`config.mk`:
```
export PLATFORM = sky130hd
export DESIGN_NAME = mem_port_arbiter
export DESIGN_NICKNAME = d
export VERILOG_FILES = /design/src/rtl/mem_arb_pkg.sv /design/src/rtl/mem_arb_pick.sv /design/src/rtl/mem_port_arbiter.sv
export SDC_FILE = /design/constraint.sdc
export NUM_CORES = 1
export LEC_CHECK = 0
export CORE_UTILIZATION = 43
export DETAILED_ROUTE_END_ITERATION = 6
export PLACE_DENSITY = 0.94
export SETUP_SLACK_MARGIN = 0.5
export SLEW_MARGIN = 20
export SYNTH_ARGS = -nofsm -noshare
export SYNTH_HDL_FRONTEND = slang
export SYNTH_SLANG_ARGS = --single-unit
```
`constraint.sdc`:
```
create_clock -name Clk -period 4.63 [get_ports Clk]
set_clock_uncertainty 0.1 [all_clocks]
set_input_delay 0.463 -clock Clk [delete_from_list [all_inputs] [get_ports Clk]]
set_output_delay 0.463 -clock Clk [all_outputs]
set_load 0.05 [all_outputs]
```
`src/rtl/mem_arb_pkg.sv`:
```
`default_nettype none
// ============================================================================
// Module      : mem_arb_pkg
// Description : Shared types and constants for the unified memory port arbiter.
// Revision    : 1.0 - initial release
// ============================================================================
package mem_arb_pkg;

  typedef enum logic [0:0] {
    IDLE   = 1'b0,
    ACCESS = 1'b1
  } arb_state_e;

  localparam logic [1:0] GRANT_NONE = 2'b00;
  localparam logic [1:0] GRANT_CPU  = 2'b01;
  localparam logic [1:0] GRANT_DBG  = 2'b10;

  localparam int MAX_MEM_LAT = 15;
  localparam int CNT_W       = $clog2(MAX_MEM_LAT + 1);

endpackage : mem_arb_pkg
`default_nettype wire

```
`src/rtl/mem_arb_pick.sv`:
```
`default_nettype none
// ============================================================================
// Module      : mem_arb_pick
// Description : Combinational winner select between CPU and debug requesters.
//               MEM_PORT_ARBITER_RR_EN selects round-robin, otherwise Dbg > CPU.
// Revision    : 1.0 - initial release
// ============================================================================
module mem_arb_pick
  import mem_arb_pkg::*;
(
  input  logic       cpu_req,
  input  logic       dbg_req,
  input  logic       last_winner_dbg,
  output logic [1:0] grant
);

`ifdef MEM_PORT_ARBITER_RR_EN
  // On contention the port that did not win last time goes first.
  always_comb begin
    grant = GRANT_NONE;
    if (cpu_req && dbg_req) begin
      grant = last_winner_dbg ? GRANT_CPU : GRANT_DBG;
    end else if (dbg_req) begin
      grant = GRANT_DBG;
    end else if (cpu_req) begin
      grant = GRANT_CPU;
    end
  end
`else
  logic unused_last_winner;
  assign unused_last_winner = last_winner_dbg;

  always_comb begin
    grant = GRANT_NONE;
    if (dbg_req) begin
      grant = GRANT_DBG;
    end else if (cpu_req) begin
      grant = GRANT_CPU;
    end
  end
`endif

endmodule : mem_arb_pick
`default_nettype wire

```
`src/rtl/mem_port_arbiter.sv`:
```
`default_nettype none
// ============================================================================
// Module      : mem_port_arbiter
// Description : Shares one memory port between the CPU and a debug loader,
//               sequencing each access over MEM_LAT cycles.
//               Build option: MEM_PORT_ARBITER_RR_EN (round-robin arbitration).
// Revision    : 1.0 - initial release
// ============================================================================
module mem_port_arbiter
  import mem_arb_pkg::*;
#(
  parameter int MEM_LAT = 1,
  parameter int ADDR_W  = 32
) (
  input  logic              Clk,
  input  logic              Rst,
  input  logic              Cpu_req,
  input  logic [ADDR_W-1:0] Cpu_addr,
  input  logic [31:0]       Cpu_wdata,
  input  logic [3:0]        Cpu_byte_write,
  output logic              Cpu_ack,
  output logic [31:0]       Cpu_rdata,
  input  logic              Dbg_req,
  input  logic [ADDR_W-1:0] Dbg_addr,
  input  logic [31:0]       Dbg_wdata,
  input  logic [3:0]        Dbg_byte_write,
  output logic              Dbg_ack,
  output logic [31:0]       Dbg_rdata,
  output logic [ADDR_W-1:0] Mem_addr,
  output logic [31:0]       Mem_wdata,
  output logic [3:0]        Mem_byte_write,
  input  logic [31:0]       Mem_rdata,
  output logic [1:0]        Grant,
  output logic              Busy
);

  localparam logic [CNT_W-1:0] CNT_INIT = CNT_W'(MEM_LAT - 1);

  arb_state_e        state_q, state_d;
  logic [1:0]        grant_q, grant_d;
  logic [CNT_W-1:0]  cnt_q, cnt_d;
  logic [ADDR_W-1:0] addr_q, addr_d;
  logic [31:0]       wdata_q, wdata_d;
  logic [3:0]        be_q, be_d;
  logic [31:0]       cpu_rdata_q, cpu_rdata_d;
  logic [31:0]       dbg_rdata_q, dbg_rdata_d;
  logic              last_dbg_q, last_dbg_d;
  logic [1:0]        pick_grant;
  logic              done;

  mem_arb_pick u_pick (
    .cpu_req         (Cpu_req),
    .dbg_req         (Dbg_req),
    .last_winner_dbg (last_dbg_q),
    .grant           (pick_grant)
  );

  assign done = (state_q == ACCESS) && (cnt_q == '0);

  always_comb begin
    state_d     = state_q;
    grant_d     = grant_q;
    cnt_d       = cnt_q;
    addr_d      = addr_q;
    wdata_d     = wdata_q;
    be_d        = 4'b0000;  // byte enables live for the first ACCESS cycle only
    cpu_rdata_d = cpu_rdata_q;
    dbg_rdata_d = dbg_rdata_q;
    last_dbg_d  = last_dbg_q;
    case (state_q)
      IDLE: begin
        if (pick_grant != GRANT_NONE) begin
          state_d = ACCESS;
          grant_d = pick_grant;
          cnt_d   = CNT_INIT;
          if (pick_grant == GRANT_DBG) begin
            addr_d  = Dbg_addr;
            wdata_d = Dbg_wdata;
            be_d    = Dbg_byte_write;
          end else begin
            addr_d  = Cpu_addr;
            wdata_d = Cpu_wdata;
            be_d    = Cpu_byte_write;
          end
        end
      end
      ACCESS: begin
        if (cnt_q == '0) begin
          state_d    = IDLE;
          grant_d    = GRANT_NONE;
          last_dbg_d = (grant_q == GRANT_DBG);
          if (grant_q == GRANT_DBG) begin
            dbg_rdata_d = Mem_rdata;
          end else begin
            cpu_rdata_d = Mem_rdata;
          end
        end else begin
          cnt_d = cnt_q - CNT_W'(1);
        end
      end
      default: begin
        state_d = IDLE;
        grant_d = GRANT_NONE;
      end
    endcase
  end

  always_ff @(posedge Clk) begin
    if (Rst) begin
      state_q     <= IDLE;
      grant_q     <= GRANT_NONE;
      cnt_q       <= '0;
      addr_q      <= '0;
      wdata_q     <= '0;
      be_q        <= '0;
      cpu_rdata_q <= '0;
      dbg_rdata_q <= '0;
      last_dbg_q  <= 1'b1;
    end else begin
      state_q     <= state_d;
      grant_q     <= grant_d;
      cnt_q       <= cnt_d;
      addr_q      <= addr_d;
      wdata_q     <= wdata_d;
      be_q        <= be_d;
      cpu_rdata_q <= cpu_rdata_d;
      dbg_rdata_q <= dbg_rdata_d;
      last_dbg_q  <= last_dbg_d;
    end
  end

  assign Cpu_ack        = done && (grant_q == GRANT_CPU);
  assign Dbg_ack        = done && (grant_q == GRANT_DBG);
  assign Cpu_rdata      = cpu_rdata_q;
  assign Dbg_rdata      = dbg_rdata_q;
  assign Mem_addr       = addr_q;
  assign Mem_wdata      = wdata_q;
  assign Mem_byte_write = be_q;
  assign Grant          = grant_q;
  assign Busy           = (state_q == ACCESS);

endmodule : mem_port_arbiter
`default_nettype wire

```
==> results of run 1 <==
==> worst max-delay path by stage <==
stage	from	end	slack [ns]	depth (start not counted)
floorplan	Busy	Cpu_ack	2.04	2
global placement	cnt_q[0]	Dbg_ack	2.14	6
detailed placement	Dbg_req	Mem_wdata[2]	2.04	5
CTS	cnt_q[0]	Dbg_ack	1.61	6
global route	cnt_q[0]	Dbg_ack	1.52	6
finish	cnt_q[0]	Dbg_ack	1.64	6
==> per-layer routing <==
metal	part of all wire, %	vias up	wire, um
li1	-	2623	-
met1	39	2438	6849
met2	51	228	9098
met3	6.6	32	1166
met4	3.3	0	575
met5	0	-	0
==> layout make-up <==
type | instances | area [um2]
Fill cell | 929 | 3696
Timing Repair Buffer | 314 | 3127
Multi-Input combinational cell | 394 | 2949
Sequential cell | 139 | 2783
Clock buffer | 20 | 466.7
Tap cell | 176 | 220.2
Clock inverter | 12 | 192.7
Inverter | 5 | 18.77
==> kinds of logic (layout without fill, tap and decap cells) <==
group / after synthesis / in the layout / synth area share (%)
fa+ha+maj: 2 / 2 / 0.4156
mux: 132 / 132 / 21.95
buf+inv: 53 / 351 / 4.885
compound gates: 79 / 79 / 9.686
simple gates: 181 / 181 / 16.84
flops: 139 / 139 / 46.23
==> flip-flops by register name, summed over array words and instances (netlist names) <==
signal	count
cnt_q	4
Mem_wdata	32
Busy	1
Grant	2
Mem_addr	32
Mem_byte_write	4
Cpu_rdata	32
Dbg_rdata	32
==> worst register-to-register path, cell delays in order (launching register included) <==
cell      delay [ns]
dfxtp_1         0.47
o21ba_4         0.67
buf_4           0.45
nor2_1          0.12
a211oi_1        0.31
==> metrics by stage <==
stage / hold slack (ns) / worst slack [ns] / instance area [um2]
floorplan: 0.3903 / 2.043 / 6020
global placement: 0.3574 / 2.144 / 9094
detailed placement: 0.3651 / 2.040 / 9094
CTS: 0.3759 / 1.613 / 9753
global route: 0.3925 / 1.522 / 9757
finish: 0.3711 / 1.639 / 9757
==> cells in the mapped netlist <==
library cell / n / share of area, %
buf_2: 19 / 1.6
o31a_1: 1 / 0.15
inv_1: 5 / 0.31
buf_4: 7 / 0.87
nand4b_1: 1 / 0.15
a211oi_1: 64 / 8.0
nand3_1: 2 / 0.17
nor2_1: 65 / 4.1
nor4_1: 1 / 0.10
nor3_1: 6 / 0.50
buf_6: 6 / 1.1
nand4bb_4: 1 / 0.46
or3b_2: 1 / 0.15
nor3b_4: 1 / 0.31
o21ba_2: 1 / 0.17
nand2b_1: 96 / 10
o21bai_1: 1 / 0.12
nor3b_1: 1 / 0.12
nor2b_1: 2 / 0.21
o211ai_1: 2 / 0.25
nand2_1: 1 / 0.062
or3_1: 1 / 0.10
dfxtp_1: 139 / 46
o21ai_0: 2 / 0.17
a21oi_1: 7 / 0.58
a21oi_4: 1 / 0.27
mux2i_1: 132 / 22
nand3b_1: 1 / 0.12
clkbuf_1: 16 / 1.0
nand4_4: 1 / 0.35
ha_1: 2 / 0.42
==> power by group through the flow <==
stage	clock [uW]	combinational (uW)	sequential (uW)
floorplan	0	245	1660
global placement	0	907	1360
detailed placement	0	920	1360
CTS	1520	923	1340
global route	1580	960	1350
finish	1500	919	1340
==> out/metrics.csv, run 1 <==
metric;value;unit
grt_first_pass_wirelength;26.75;mm
regToRegSetupSlack;2.39;ns
max_freq;334.3;MHz
cts_made_buffers;17;
insertion_delay;0.41;ns
firstDrtPassIters;4;
p_total;3757;uW
antenna_found_initial;0;
p_int;2662;uW
via_per_inst;5.020;
crit_chain;inv_1, ha_1, nor3b_4, nand4_4, inv_1, clkdlybuf4s50_1;
ys_seq_elements;139;
drv_slew;0;
hold_buffers;0;
crit_path_start_kind;flip-flop;
r2r_end;Mem_wdata[2];
grt_pass1_vias;5229;
drc;0;
fin_cells;1060;
layout_commonest_cell;clkdlybuf4s50_1;
start_util;44.75;%
p_comb_share;24.5;%
grt_overflow;0;
avgSynthCellArea;10.27;um2
drive_gt1_share;5.204;%
final_util;72.53;%
num_vias;5321;
cts_tree;yes;
switching_share;29.14;%
path_delay_family;buffers and inverters;
p_switching;1095;uW
fin_crit;2.991;ns
irDropWorstVdd;0.0002506;V
seq_power_share;35.6;%
cts_sinks;139;
cts_resized;0;
post-cts-setup-buffers;0;
wl;17.69;mm
timing.setup.tns;0;ns
tightest_slew;0.8048;ns
synth_fp_nets;760;
worstPathArrival;2.43;ns
htree_num_levels;4;
wl_per_cell;16.69;um
dieArea;14480;um2
placed_cells;1028;
ant_nets;0;
path_common_cell;inv_1;
synthCells;586;
place.gp.congestion;0.7971;
cpPeakStageDelay;0.79;ns
die_h;120.3;um
use_met1;26.05;%
root_buffer;clkbuf_16;
placement.io_buffers;308;
critPathRequiredTime;4.07;ns
ys_seq_area_share;46.23;%
diodes;0;
core-area;13450;um2
grt_usage;24.11;%
setup-violations-final;0;
met3_usage;6.132;%
p_leak;0.003951;uW
ys_types;31;
path_clk_slew;0.05;ns
timing.slew.headroom;46.35;%
min_delay_worst_endpoint;Cpu_rdata[6];
hold_violations;0;
endpoint_kind;primary output;
grt_max_degree;141;
worstPathMaxFanout;4;
worstHoldStart;Cpu_rdata[6];
holdPathStages;2;
final_nets;1045;
r2r.worst_path.cells;4;
outcome;finished, final reports clean;
clockBufferDepth;2;
die_x;120.3;um
io-pin-count;309;
p_per_area;385.1;nW/um2
met2_usage;43.97;%
hold_path.class;flip-flop to flip-flop;
area_delta_synth_final;62.09;%
num_rows;42;
pwr-share-clk;40.0;%
top_usage_layer;met2;
rsz0062_at_grt;no;
maxCapViolations;0;
place_hpwl;12.99;mm
dr.first_iter.drc_count;250;
fin_crit_sh;64.60;%
r2r_start;Busy;
synthesis.area;6020;um2
synth_warnings;0;
final_cell_mix;clkdlybuf4s50_1 (306), dfxtp_1 (139), mux2i_1 (132);
worst-setup-path-type;flip-flop to primary output;
crit_buf_inv;3;
crit_slowest_cell;clkdlybuf4s50_1;
Power figures use the tool's default switching activity.
==> inputs of run 2 (changes only) <==
--- a/config.mk
+++ b/config.mk
@@ -5,9 +5,9 @@
 export SDC_FILE = /design/constraint.sdc
 export NUM_CORES = 1
 export LEC_CHECK = 0
-export CORE_UTILIZATION = 43
+export CORE_UTILIZATION = 40
 export DETAILED_ROUTE_END_ITERATION = 6
-export PLACE_DENSITY = 0.94
+export PLACE_DENSITY = 0.89
 export SETUP_SLACK_MARGIN = 0.5
 export SLEW_MARGIN = 20
 export SYNTH_ARGS = -nofsm -noshare
==> constraint.sdc (replaced) <==
create_clock -name Clk -period 2.8 [get_ports Clk]
set_clock_uncertainty 0.1 [all_clocks]
set_input_delay 0.28 -clock Clk [delete_from_list [all_inputs] [get_ports Clk]]
set_output_delay 0.28 -clock Clk [all_outputs]
set_load 0.05 [all_outputs]
==> run 2 against run 1 <==
Compared with the run above:
- via count fell by 2.2%
- flip-flop and latch count unchanged
- combinational power increased by 66%
- clock power is 32% higher
- count of clock-buffer cells in the layout shrank 2
- worst setup slack worse by 1.0 ns
- critical path depth fell by 5
- non-clock buffer count increased by 3
- design area fell by 0.31%
- register-to-register slack worse by 1.6 ns
- critical path type unchanged
- largest power group is now registers
==> out/metrics.csv, run 2 (synthesized netlist as in run 1, its figures left out) <==
metric;value;unit;change
num_vias;5204;;was 5321
via_per_inst;4.859;;was 5.020
hold_violations;0;;unchanged
irDropWorstVdd;0.0003970;V;was 0.0002506 V
place.gp.congestion;0.8033;;was 0.7971
drv_slew;0;;unchanged
crit_buf_inv;1;;was 3
place_hpwl;12.62;mm;was 12.99 mm
grt_pass1_vias;5150;;was 5229
max_freq;462.1;MHz;
grt_usage;21.59;%;was 24.11%
path_delay_family;buffers and inverters;;unchanged
placement.io_buffers;308;;unchanged
setup-violations-final;0;;unchanged
tightest_slew;0.7178;ns;was 0.8048 ns
cts_tree;yes;;unchanged
layout_commonest_cell;clkdlybuf4s50_1;;unchanged
root_buffer;clkbuf_16;;unchanged
whs;0.3626;ns;was 0.3711 ns
hold_buffers;0;;unchanged
hold_path.class;input pin to flip-flop;;was flip-flop to flip-flop
maxCapViolations;0;;unchanged
fin_crit;2.164;ns;
regToRegSetupSlack;0.84;ns;was 2.39 ns
worstPathMaxFanout;5;;was 4
crit_chain;clkdlybuf4s50_1;;was inv_1, ha_1, nor3b_4, nand4_4, inv_1, clkdlybuf4s50_1
min_delay_worst_endpoint;Cpu_rdata[27];;was Cpu_rdata[6]
worstHoldStart;Mem_rdata[27];;was Cpu_rdata[6]
grt_max_degree;100;;was 141
num_rows;44;;was 42
insertion_delay;0.41;ns;about the same
grt_first_pass_wirelength;26.28;mm;was 26.75 mm
p_switching;1814;uW;was 1095 uW
placed_area;9196;um2;was 9094 um2
holdPathStages;3;;was 2
crit_slowest_cell;clkdlybuf4s50_1;;unchanged
p_leak;0.003919;uW;was 0.003951 uW
final_cell_mix;clkdlybuf4s50_1 (303), dfxtp_1 (138), mux2i_1 (132);;was clkdlybuf4s50_1 (306), dfxtp_1 (139), mux2i_1 (132)
endpoint_kind;primary output;;unchanged
drc;0;;unchanged
p_comb_share;26.8;%;was 24.5%
timing.slew.headroom;52.15;%;was 46.35%
diodes;0;;unchanged
worst_slack;0.6360;ns;was 1.639 ns
io-pin-count;309;;unchanged
crit_path_start_kind;flip-flop;;unchanged
dieArea;15540;um2;was 14480 um2
final_nets;1048;;was 1045
final_cell_area;9727;um2;was 9757 um2
switching_share;31.76;%;was 29.14%
wl_per_cell;15.60;um;was 16.69 um
critPathRequiredTime;2.42;ns;was 4.07 ns
pre_cts_ws;0.6127;ns;was 2.040 ns
seq_power_share;38.7;%;was 35.6%
worst-setup-path-type;flip-flop to primary output;;unchanged
cts_sinks;139;;unchanged
htree_num_levels;4;;unchanged
start_util;41.26;%;was 44.75%
clockBufferDepth;2;;unchanged
cts_made_buffers;17;;unchanged
antenna_found_initial;1;;was 0
area_delta_synth_final;61.59;%;was 62.09%
die_h;124.7;um;was 120.3 um
timing.setup.tns;0;ns;unchanged
outcome;finished, final reports clean;;unchanged
wl;16.71;mm;was 17.69 mm
die_x;124.7;um;was 120.3 um
core-area;14590;um2;was 13450 um2
dr.first_iter.drc_count;167;;was 250
drive_gt1_share;5.862;%;was 5.204%
path_clk_slew;0.06;ns;was 0.05 ns
cpPeakStageDelay;0.88;ns;was 0.79 ns
rsz0062_at_grt;no;;unchanged
worstPathArrival;1.78;ns;was 2.43 ns
fin_crit_sh;77.29;%;
pwr-share-clk;34.6;%;was 40.0%
firstDrtPassIters;4;;unchanged
p_per_area;587.2;nW/um2;was 385.1 nW/um2
p_int;3898;uW;was 2662 uW
r2r.worst_path.cells;6;;was 4
ant_nets;0;;unchanged
grt_overflow;0;;unchanged
r2r_end;Dbg_rdata[9];;was Mem_wdata[2]
p_total;5712;uW;was 3757 uW
r2r_start;cnt_q[0];;was Busy
## run 2: power by group through the flow
stage	sequential [uW]	combinational, uW	clock (uW)
CTS	2210	1540	2020
global placement	2240	1520	0
finish	2210	1530	1980
floorplan	2750	406	0
detailed placement	2250	1540	0
global route	2230	1600	2120
## run 2: stage by stage
step / std cells / util (%)
6_report: 1071 / 66.67
5_1_grt: 1071 / 66.67
4_1_cts: 1070 / 66.64
3_5_place_dp: 1038 / 63.04
3_3_place_gp: 1038 / 63.04
2_1_floorplan: 586 / -
## run 2: how the worst max path moves through the flow
| stage | startpoint | endpoint | slack [ns] | cells past startpoint |
|---|---|---|---|---|
| CTS | Busy | Cpu_ack | 0.45 | 3 |
| detailed placement | Busy | Cpu_ack | 0.61 | 3 |
| global placement | Busy | Cpu_ack | 0.65 | 3 |
| global route | cnt_q[0] | Dbg_ack | 0.56 | 6 |
| floorplan | cnt_q[0] | Dbg_ack | 0.80 | 6 |
| finish | Grant[1] | Grant[1] | 0.64 | 1 |
## run 2: what timing repair did
action,4_1_cts,5_1_grt
gates cloned,0,0
setup buffers,0,1
pin swaps,0,0
setup endpoints to repair,2,2
gates resized for setup,2,3
## run 2: final cells by class
type	instances	area, um2
Clock buffer	18	429.2
Clock inverter	14	98.84
Fill cell	1125	4862
Inverter	5	18.77
Multi-Input combinational cell	394	2954
Sequential cell	139	2784
Tap cell	184	230.2
Timing Repair Buffer	317	3212
## run 2: metal layers
metal,share of wire [%],routed length (um),global-route usage [%],vias to the layer above
li1,-,-,-,2628
met1,39,6510,23.18,2314
met2,51,8446,38.35,221
met3,7.4,1235,6.486,39
met4,3.0,498,10.49,2
met5,0.078,13,0,-
## run 2: worst min-delay path: stages
cell,delay [ns]
clkdlybuf4s50_1,0.39
nand2b_1,0.09
mux2i_1,0.07
